File: src/rtl/clk_divider_multi.sv
// clk_divider_multi
//   NUM_CH independent programmable clock dividers running from clk_in.
//   Each channel has a period (divisor) and a high time (0 = 50% duty).
//   New settings are captured into a shadow register by an update strobe.
//   They take effect only at a period boundary, or on a sync or while idle,
//   so a period is never cut short and never stretched.
//   A shared sync input restarts every running channel at period start.
//
// Ports
//   clk_in     source clock, rising edge
//   rst        synchronous, active-high reset
//   ch_en      per-channel run enable; a disable lets the current period finish
//   divisor    per-channel period in clk_in cycles, slice [i*DIV_W +: DIV_W]
//   high_time  per-channel high cycles, same slicing; 0 selects 50% duty
//   update     per-channel strobe that captures divisor/high_time into the shadow
//   sync       restarts all running channels at cnt=0
//   clk_out    divided clock outputs (registered)
//   tick       one-cycle pulse on the first cycle of each period (registered)
//   pending    shadow captured but not yet applied
//
// Per-channel run state
//   state   | meaning
//   idle    | run=0, outputs low; applies a pending shadow, starts when enabled and D!=0
//   running | counting cnt 0..De-1; wrap/sync may apply the shadow, restart or stop

module clk_divider_multi #(
    parameter int NUM_CH = 4,
    parameter int DIV_W  = 16
) (
    input  logic                    clk_in,
    input  logic                    rst,
    input  logic [NUM_CH-1:0]       ch_en,
    input  logic [NUM_CH*DIV_W-1:0] divisor,
    input  logic [NUM_CH*DIV_W-1:0] high_time,
    input  logic [NUM_CH-1:0]       update,
    input  logic                    sync,
    output logic [NUM_CH-1:0]       clk_out,
    output logic [NUM_CH-1:0]       tick,
    output logic [NUM_CH-1:0]       pending
);

    // A divisor of 1 cannot toggle, so it is treated as a period of 2.
    function automatic logic [DIV_W-1:0] eff_div(input logic [DIV_W-1:0] d);
        return (d == DIV_W'(1)) ? DIV_W'(2) : d;
    endfunction

    // The high time is clamped to De-1 so the output always returns low.
    function automatic logic [DIV_W-1:0] eff_high(input logic [DIV_W-1:0] d,
                                                  input logic [DIV_W-1:0] h);
        logic [DIV_W-1:0] de;
        de = eff_div(d);
        if (h == '0)
            return de >> 1;
        else if (h >= de)
            return de - DIV_W'(1);
        else
            return h;
    endfunction

    for (genvar g = 0; g < NUM_CH; g++) begin : g_ch
        logic [DIV_W-1:0] act_d, act_h, sh_d, sh_h, cnt;
        logic             pend_q, run_q, clk_q, tick_q;
        logic [DIV_W-1:0] act_d_n, act_h_n, sh_d_n, sh_h_n, cnt_n;
        logic             pend_n, run_n, clk_n, tick_n;
        logic [DIV_W-1:0] use_d, use_h, he, cnt_inc;
        logic             wrap, apply, stop;

        // State register
        always_ff @(posedge clk_in) begin
            if (rst) begin
                act_d  <= '0;
                act_h  <= '0;
                sh_d   <= '0;
                sh_h   <= '0;
                cnt    <= '0;
                pend_q <= 1'b0;
                run_q  <= 1'b0;
                clk_q  <= 1'b0;
                tick_q <= 1'b0;
            end else begin
                act_d  <= act_d_n;
                act_h  <= act_h_n;
                sh_d   <= sh_d_n;
                sh_h   <= sh_h_n;
                cnt    <= cnt_n;
                pend_q <= pend_n;
                run_q  <= run_n;
                clk_q  <= clk_n;
                tick_q <= tick_n;
            end
        end

        // Next-state logic
        always_comb begin
            act_d_n = act_d;
            act_h_n = act_h;
            sh_d_n  = sh_d;
            sh_h_n  = sh_h;
            pend_n  = pend_q;
            run_n   = run_q;
            cnt_n   = cnt;
            clk_n   = clk_q;
            tick_n  = 1'b0;
            cnt_inc = cnt + DIV_W'(1);
            wrap    = run_q && (cnt == eff_div(act_d) - DIV_W'(1));
            // The shadow is applied while idle, at a wrap, or on sync.
            apply   = pend_q && (!run_q || wrap || sync);
            use_d   = apply ? sh_d : act_d;
            use_h   = apply ? sh_h : act_h;
            he      = eff_high(use_d, use_h);
            // Sync keeps a running channel running unless it has been set to D=0.
            stop    = (use_d == '0) || (!sync && !ch_en[g]);

            if (apply) begin
                act_d_n = sh_d;
                act_h_n = sh_h;
                pend_n  = 1'b0;
            end
            // A strobe lands after any apply this cycle, so it is never applied in its own cycle.
            if (update[g]) begin
                sh_d_n = divisor[g*DIV_W +: DIV_W];
                sh_h_n = high_time[g*DIV_W +: DIV_W];
                pend_n = 1'b1;
            end

            if (!run_q) begin
                cnt_n = '0;
                clk_n = 1'b0;
                // Start only once nothing is waiting to be applied.
                if (!pend_q && ch_en[g] && (act_d != '0)) begin
                    run_n  = 1'b1;
                    clk_n  = (eff_high(act_d, act_h) != '0);
                    tick_n = 1'b1;
                end
            end else if (sync || wrap) begin
                cnt_n = '0;
                if (stop) begin
                    run_n = 1'b0;
                    clk_n = 1'b0;
                end else begin
                    clk_n  = (he != '0);
                    tick_n = 1'b1;
                end
            end else begin
                cnt_n = cnt_inc;
                clk_n = (cnt_inc < he);
            end
        end

        // Outputs
        assign clk_out[g] = clk_q;
        assign tick[g]    = tick_q;
        assign pending[g] = pend_q;
    end

endmodule

File: config.mk
export PLATFORM = sky130hd
export DESIGN_NAME = clk_divider_multi
export DESIGN_NICKNAME = d
export VERILOG_FILES = /design/src/rtl/clk_divider_multi.sv
export SDC_FILE = /design/constraint.sdc
export NUM_CORES = 1
export LEC_CHECK = 0
export CAP_MARGIN = 20
export CELL_PAD_IN_SITES_DETAIL_PLACEMENT = 0
export CELL_PAD_IN_SITES_GLOBAL_PLACEMENT = 1
export CORE_MARGIN = 5
export CORE_UTILIZATION = 40
export DETAILED_ROUTE_END_ITERATION = 8
export PLACE_DENSITY = 0.74
export RECOVER_POWER = 25
export SLEW_MARGIN = 20
export SYNTH_ARGS = -nofsm -noshare
export SYNTH_HDL_FRONTEND = slang
export SYNTH_SLANG_ARGS = --single-unit
File: constraint.sdc
create_clock -name clk_in -period 19.15 [get_ports clk_in]
set_input_delay 5.745 -clock clk_in [delete_from_list [all_inputs] [get_ports clk_in]]
set_output_delay 5.745 -clock clk_in [all_outputs]
set_load 0.01 [all_outputs]
-- Yosys cells after proc, flatten, opt, wreduce, memory -nomap -nowiden
Cells that the tools add are included.
- add/subtract/negate cells: 12
- magnitude comparators: 12
- eq/ne operators: 12
- mux-type cells: 88
- bitwise operators: 4
- reduce and logical (&&, ||, !) cells: 81
- operators by type and width (cell ; number):
    $mux 16 ; 40
    $logic_not 16->1 ; 12
    $reduce_bool 16->1 ; 12
    $eq 16x1->1 const B ; 8
    $ge 16x16->1 ; 8
    $sub 16x1->16 const B ; 8
    $add 16x1->16 const B ; 4
    $eq 16x16->1 ; 4
    $lt 16x16->1 ; 4
    $mux 1 ; 48
    $logic_and 1x1->1 ; 20
    $logic_or 1x1->1 ; 16
    $logic_not 1->1 ; 13
    $reduce_or 3->1 ; 4
    $reduce_bool 2->1 ; 4
    $not 1->1 ; 4
- bits in registers: 336
- input port bits: 139
- output and inout bits: 12
- word-level logic and storage cells: 245

-- Longest topological paths before layout
Gate-level depths: netlist of the first run.
- word-level depth: 18
- mapped depth: 45
- gate-level depth less buffers: 40

-- Worst setup path before layout of the first run
Ideal clock, no wire load.
- kind: input to register
- from: in sync
- to: reg g_ch[0].clk_q
- library setup time: 0.086 ns
- data arrival time: 12.245 ns
- required time: 19.064 ns
- setup slack: 6.819 ns
- cell stages on the path: 33
- path buffers: 5
- cell sequence: nor2b_1 -> o21ai_2 -> nand2_2 -> buf_2 -> buf_2 -> buf_2 -> mux2i_1 -> inv_1 -> ha_1 -> nand3_1 -> nand2_1 -> a21oi_1 -> ha_1 -> nand2b_1 -> a211oi_1 -> o311ai_0 -> a211o_1 -> a221oi_1 -> clkbuf_1 -> clkbuf_1 -> a311oi_1 -> o31ai_1 -> ha_1 -> a21o_1 -> a21o_1 -> a21oi_1 -> nor2b_1 -> o21ai_0 -> nand4b_1 -> or3_1 -> o21ai_0 -> nor4bb_1 -> a211oi_1
- cells in the longest elaborated chain, start to end: 12
- elaborated cells on any way between the ends: 21
- those cells by class: 1 x add/sub; 2 x order compare; 1 x eq/ne; 8 x mux; 9 x reduce/logical
- ends and longest elaborated chain (what ; line ; RTL):
    start: declaration ; 36 ; input logic sync,
    parallel branches: the longest is 10 deep, another holds $sub 16x1->16 ; n/a ;
    $mux 1 * ; 135 ; end else if (sync || wrap) begin
    $mux 1 * ; 126 ; if (!run_q) begin
    end signal: assignment ; 88 ; clk_q <= clk_n;
    end: declaration ; 62 ; logic pend_q, run_q, clk_q, tick_q;
Mark *: on every way between the ends.
A chain may end at the register's enable or synchronous reset.

-- Final worst setup path of the first run
- from: in rst
- to: reg g_ch[0].cnt[11]
- cells in the longest elaborated chain, start to end: 1
- ends and longest elaborated chain (what ; line ; RTL):
    start: declaration ; 31 ; input logic rst,
    $reduce_or 3->1 (no source line) ; n/a ;
    end signal: assignment ; 85 ; cnt <= cnt_n;
    end: declaration ; 61 ; logic [DIV_W-1:0] act_d, act_h, sh_d, sh_h, cnt;
No other way between the ends.

==> results_dict.tcl, run 1 <==
set metrics [dict create \
    dp_hpwl_um 69350 \
    nets 3452 \
    final_layout_size_suffix_gt1_frac 0.05582 \
    synthCells 3067 \
    syn_area_um2 25040 \
    synthAdderAreaFrac 0.1039 \
    share_seq_of_total_power 0.326 \
    drt_pass1_iterations 5 \
    synth_xor_area_frac 0.06947 \
    yosysWarnings 0 \
    initialDrtViolationCount 1869 \
    endpoint_kind "flop" \
    yosys.area_share.simple 0.2428 \
    seq_area_frac_synth 0.2687 \
    gp_congestion 0.9598 \
    internal-power_mw 1.568 \
    crit_arrival_ns 14.51 \
    num_rows 91 \
    synth_compound_area_frac 0.1526 \
    io-pin-count 151 \
    synth-seq-cells 336 \
    io_buffer_count 150 \
    path_max_fanout 125 \
    start_util 0.4050 \
    drt_wl_total_um 88990 \
    grt_usage 0.2552 \
    ant_nets 0 \
    switching_share 0.3389 \
    avgSynthCellArea_um2 8.163 \
    period_needed_ns 14.08 \
    nFillCells 6093 \
    antenna_cells 0 \
    cts_buffers 43 \
    htreeDepth 2 \
    failed_checks "max-capacitance violations, max-slew violations" \
    core_area_um2 61830 \
    grt_max_degree 126 \
    synth_top_family_by_area "simple AND/OR/NAND/NOR gates" \
    power_density_nw_per_um2 83.46 \
    hold_depth 1 \
    die-area_um2 67690 \
    syn-num-nets 3414 \
    path_class "in -> reg" \
    ctsHoldBuffers 0 \
    synth_cell_type_count 103 \
    synthToLayoutAreaGrowth_pct 13.53 \
    timing.fmax_mhz 71.02 \
    ys_async_sr_fraction 0 \
    final_common_cell "nor2_1" \
    synth_edf_count 0 \
    startpoint_type "input pin" \
    worst_slack_ns 5.070 \
    outcome "finished, violations left" \
    relSlewSlack -2.832 \
    maxCapViolations 4 \
    p_comb_frac 0.304 \
    synthMuxAreaShare 0.1088 \
    clockBufferDepth 3 \
    synth-main-ff-cell "dfxtp_1" \
    grt_pass1_vias 23069 \
    p_leak_nw 12.26 \
    grt_pass1_wl_um 136700 \
    rsz0062_at_grt "false" \
    setup_viol 0 \
    finalHoldViolCount 0 \
    cts-root-buf "clkbuf_16" \
    final_max_slew_viol_count 278 \
    avgViaCountPerCell 5.872 \
    dr_total_vias 23324 \
    grt_antenna_before_repair 1 \
    hold_path_class "reg -> reg" \
    clk_latency_ns 0.57 \
    cp.required_ns 19.58 \
    fin_crit_sh 0.7353 \
    clkTransAtPathRegs_ns 0.06 \
    fin_worst_skew_ns 0.01554 \
    die_x_um 260.2 \
    cts_resized 0 \
    chipHeight_um 260.2 \
    setup_tns_ns 0 \
    worst_pin_slew_ns 5.747 \
    post-place-ws_ns 6.434 \
    register_area_um2 6726 \
    cts_tree "done" \
    power.net_switching_uw 803.9 \
    layout_common_cells "380 x nor2_1, 336 x dfxtp_1, 228 x mux2i_1, 208 x ha_1, 176 x nand2_1" \
    postCtsSetupBuffers 0 \
    wl_per_cell_um 22.40 \
    grt-ovfl-total 0 \
    cts.sinks 336 \
    r2r_cells 37 \
    multi_input_area_um2 16960 \
    vdd_ir_drop_max_mv 0.05972 \
    drc 0 \
    clkPwrFrac 0.370 \
]
-- area by class of cell --
cell class,instances,area share
Multi-Input combinational cell,2411,0.5967
Clock inverter,14,0.008056
Clock buffer,61,0.04560
Inverter,140,0.01849
Tap cell,837,0.03684
Sequential cell,336,0.2367
Timing Repair Buffer,173,0.05762
-- routing by layer --
layer  vias up  GRT usage  routed length (um)  share of wire
li1      11157          -                   -              -
met2       901     0.4078               39740           0.45
met5         -          0                  12        0.00013
met3       215    0.04243                6403          0.072
met1     11049     0.3448               38990           0.44
met4         2     0.1010                3840          0.043
-- stage by stage --
stage	power [mW]	hold slack [ns]	std cells	util	area [um^2]
after floorplan	1.268	0.4338	3067	-	25040
after global placement	1.484	0.4871	3897	0.4358	26940
after detailed placement	1.490	0.5017	3897	0.4358	26940
after CTS	2.379	0.5157	3972	0.4604	28470
after global routing	2.487	0.5573	3972	0.4597	28420
final	2.372	0.5148	3972	0.4597	28420
-- registers in the layout, indices dropped and copies added, names as in the netlist --
| register | count |
|---|---|
| g_ch.pend_q | 4 |
| g_ch.sh_d | 64 |
| g_ch.sh_h | 64 |
| g_ch.act_h | 64 |
| g_ch.run_q | 4 |
| g_ch.tick_q | 4 |
| g_ch.clk_q | 4 |
| g_ch.cnt | 64 |
| g_ch.act_d | 64 |
-- Yosys cell counts (12+ instances only) --
library cell  number  area, um^2
dfxtp_1          336        6726
o21ai_0           94       470.5
a311oi_1          19       166.4
ha_1             208        2603
buf_2             28       140.1
and3_1            35       219.0
o31ai_1           17       127.6
mux2_2            21       236.5
o211ai_1          29       217.7
nor3_1            79       395.4
clkbuf_1         121       454.2
inv_1            140       525.5
mux2i_1          228        2282
nor4_1            73       456.7
a211oi_1          19       142.6
a21oi_1          136       680.7
nand4_1           58       362.9
a31oi_1           30       187.7
nand2_1          176       660.6
nand2b_1          33       206.5
or3_1             23       143.9
xor2_1            52       455.4
nor2_1           380        1426
nor3b_1           12       90.09
or4_1             24       180.2
and2_1            19       118.9
nor2b_1          112       700.7
a21o_1            59       442.9
nand3_1          100       500.5
buf_4             13       97.59
xnor2_1          144        1261
-- power by group through the flow --
stage	registers, mW	clock network, mW	logic (mW)
2_1_floorplan	0.761	0	0.507
3_3_place_gp	0.786	0	0.698
3_5_place_dp	0.787	0	0.703
4_1_cts	0.771	0.900	0.708
5_1_grt	0.776	0.927	0.785
6_report	0.772	0.878	0.722
-- logic make-up (layout without fill, tap and decap cells) --
kind of cell / count (synthesis) / in the layout
fa+ha+maj: 208 / 208
mux: 260 / 260
simple gates: 1191 / 1191
buf+inv: 320 / 388
xor+xnor: 197 / 197
compound gates: 555 / 555
flops: 336 / 336
-- critical path: stages --
cell and delay [ns]:
clkbuf_1 3.95, clkbuf_1 2.96, buf_4 0.98, nand2b_1 0.67, nor2b_1 0.11
-- path summary, 6_finish.rpt --
| kind | start | endpoint | slack [ns] |
|---|---|---|---|
| setup / recovery | rst | g_ch[0].cnt[11] | 5.07 |
| hold / removal | g_ch[1].cnt[0] | g_ch[1].cnt[0] | 0.51 |
| setup reg to reg | g_ch[0].act_d[0] | g_ch[0].clk_q | 9.82 |
| hold reg to reg | g_ch[1].cnt[0] | g_ch[1].cnt[0] | 0.51 |
(Power assumes the default switching activity.)
==> run 2: changes to the inputs <==
==> constraint.sdc (replaced) <==
create_clock -name clk_in -period 14.7 [get_ports clk_in]
set_input_delay 4.41 -clock clk_in [delete_from_list [all_inputs] [get_ports clk_in]]
set_output_delay 4.41 -clock clk_in [all_outputs]
set_load 0.01 [all_outputs]
==> run 2 against run 1 <==
Effect of this change: largest cell class unchanged; the run still ends with max-capacitance violations, max-slew violations left; sequential share of layout area increased by 0.076 points; die area unchanged; sequential cell count unchanged; worst hold slack improved by 0.0041 ns; total power increased by 28%; via count increased by 0.45%; largest power group unchanged.
==> results_dict.tcl, run 2 (same netlist as run 1, synthesis figures left out) <==
set metrics [dict create \
    outcome "finished, violations left" \
    failed_checks "max-capacitance violations, max-slew violations" \
    clk_latency_ns 0.59 \
    grt_usage 0.2578 \
    vdd_ir_drop_max_mv 0.08009 \
    grt_antenna_before_repair 1 \
    cp.required_ns 15.15 \
    final_core_util 0.4583 \
    dr_total_vias 23430 \
    fin_crit_sh 0.7659 \
    gp_congestion 0.9677 \
    final_max_slew_viol_count 280 \
    final_common_cell "nor2_1" \
    setup_viol 0 \
    clkTransAtPathRegs_ns 0.06 \
    cts_resized 0 \
    nets 3452 \
    hold_path_class "reg -> reg" \
    dpl_cell_area_um2 26950 \
    drt_pass1_iterations 6 \
    maxCapViolations 5 \
    power_density_nw_per_um2 107.1 \
    endpoint_kind "flop" \
    finalHoldViolCount 0 \
    io-pin-count 151 \
    fin_area_um2 28330 \
    wl_per_cell_um 22.82 \
    critPathBufInv 5 \
    drc 0 \
    timing.fmax_mhz 88.83 \
    p_leak_nw 12.22 \
    finalPower_mw 3.033 \
    ant_nets 0 \
    grt-ovfl-total 0 \
    antenna_cells 0 \
    cts.sinks 336 \
    register_area_um2 6726 \
    drt_wl_total_um 90610 \
    start_util 0.4050 \
    path_class "in -> reg" \
    layout_common_cells "380 x nor2_1, 336 x dfxtp_1, 228 x mux2i_1, 208 x ha_1, 176 x nand2_1" \
    io_buffer_count 150 \
    multi_input_area_um2 16980 \
    nFillCells 6147 \
    core_area_um2 61830 \
    initialDrtViolationCount 1905 \
    cts-root-buf "clkbuf_16" \
    grt_pass1_vias 22969 \
    num_rows 91 \
    cp_top_family "compound AO/OA/AOI/OAI gates" \
    startpoint_type "input pin" \
    final_cell_count_no_fill 3971 \
    htreeDepth 2 \
    ctsHoldBuffers 0 \
    chipHeight_um 260.2 \
    grt_max_degree 86 \
    final_layout_size_suffix_gt1_frac 0.05616 \
    setup_tns_ns 0 \
    period_needed_ns 11.26 \
    fin_worst_skew_ns 0.01646 \
    cts_buffers 42 \
    crit_arrival_ns 11.71 \
    rsz0062_at_grt "false" \
    grt_pass1_wl_um 138600 \
    max_stage_delay_ns 0.51 \
    relSlewSlack -1.795 \
    worst_pin_slew_ns 4.193 \
    path_max_fanout 43 \
    die_x_um 260.2 \
    synthToLayoutAreaGrowth_pct 13.16 \
    avgViaCountPerCell 5.900 \
    cts_tree "done" \
    clockBufferDepth 3 \
    dp_hpwl_um 70470 \
    place_inst 3898 \
    die-area_um2 67690 \
    postCtsSetupBuffers 0 \
    worst_path_max_delay_cell "buf_4" \
]
-- run 2: metrics by stage --
step,setup WS (ns),hold WS (ns)
after floorplan,3.704,0.4338
after global placement,3.152,0.4845
after detailed placement,3.009,0.5072
after CTS,3.590,0.5210
after global routing,2.680,0.5615
final,3.442,0.5189
-- run 2: report_power, final --
group          internal [mW]  total, mW  switching, mW
Clock                  0.635       1.07          0.439
Combinational          0.383      0.953          0.571
Sequential             0.947       1.01         0.0586
-- run 2: worst paths after layout --
kind / start / end / slack, ns / depth (start not counted)
worst min-delay path: g_ch[1].cnt[0] / g_ch[1].cnt[0] / 0.52 / 1
worst min register to register: g_ch[1].cnt[0] / g_ch[1].cnt[0] / 0.52 / 1
worst max register to register: g_ch[0].act_d[1] / g_ch[0].clk_q / 5.56 / 39
worst max-delay path: sync / g_ch[0].clk_q / 3.44 / 35
-- run 2: area by class of cell --
| type | instances | share of cell area |
|---|---|---|
| Multi-Input combinational cell | 2411 | 0.5994 |
| Clock inverter | 14 | 0.004814 |
| Tap cell | 837 | 0.03696 |
| Sequential cell | 336 | 0.2374 |
| Timing Repair Buffer | 174 | 0.05807 |
| Inverter | 140 | 0.01855 |
| Clock buffer | 59 | 0.04478 |
-- run 2: metal layers --
layer / vias to the layer above / track usage / part of all wire / routed length, um
li1: 11146 / - / - / -
met1: 11278 / 0.3577 / 0.46 / 41250
met2: 846 / 0.4218 / 0.45 / 41190
met3: 158 / 0.03417 / 0.061 / 5543
met4: 2 / 0.07220 / 0.029 / 2617
met5: - / 0 / 0.00014 / 13
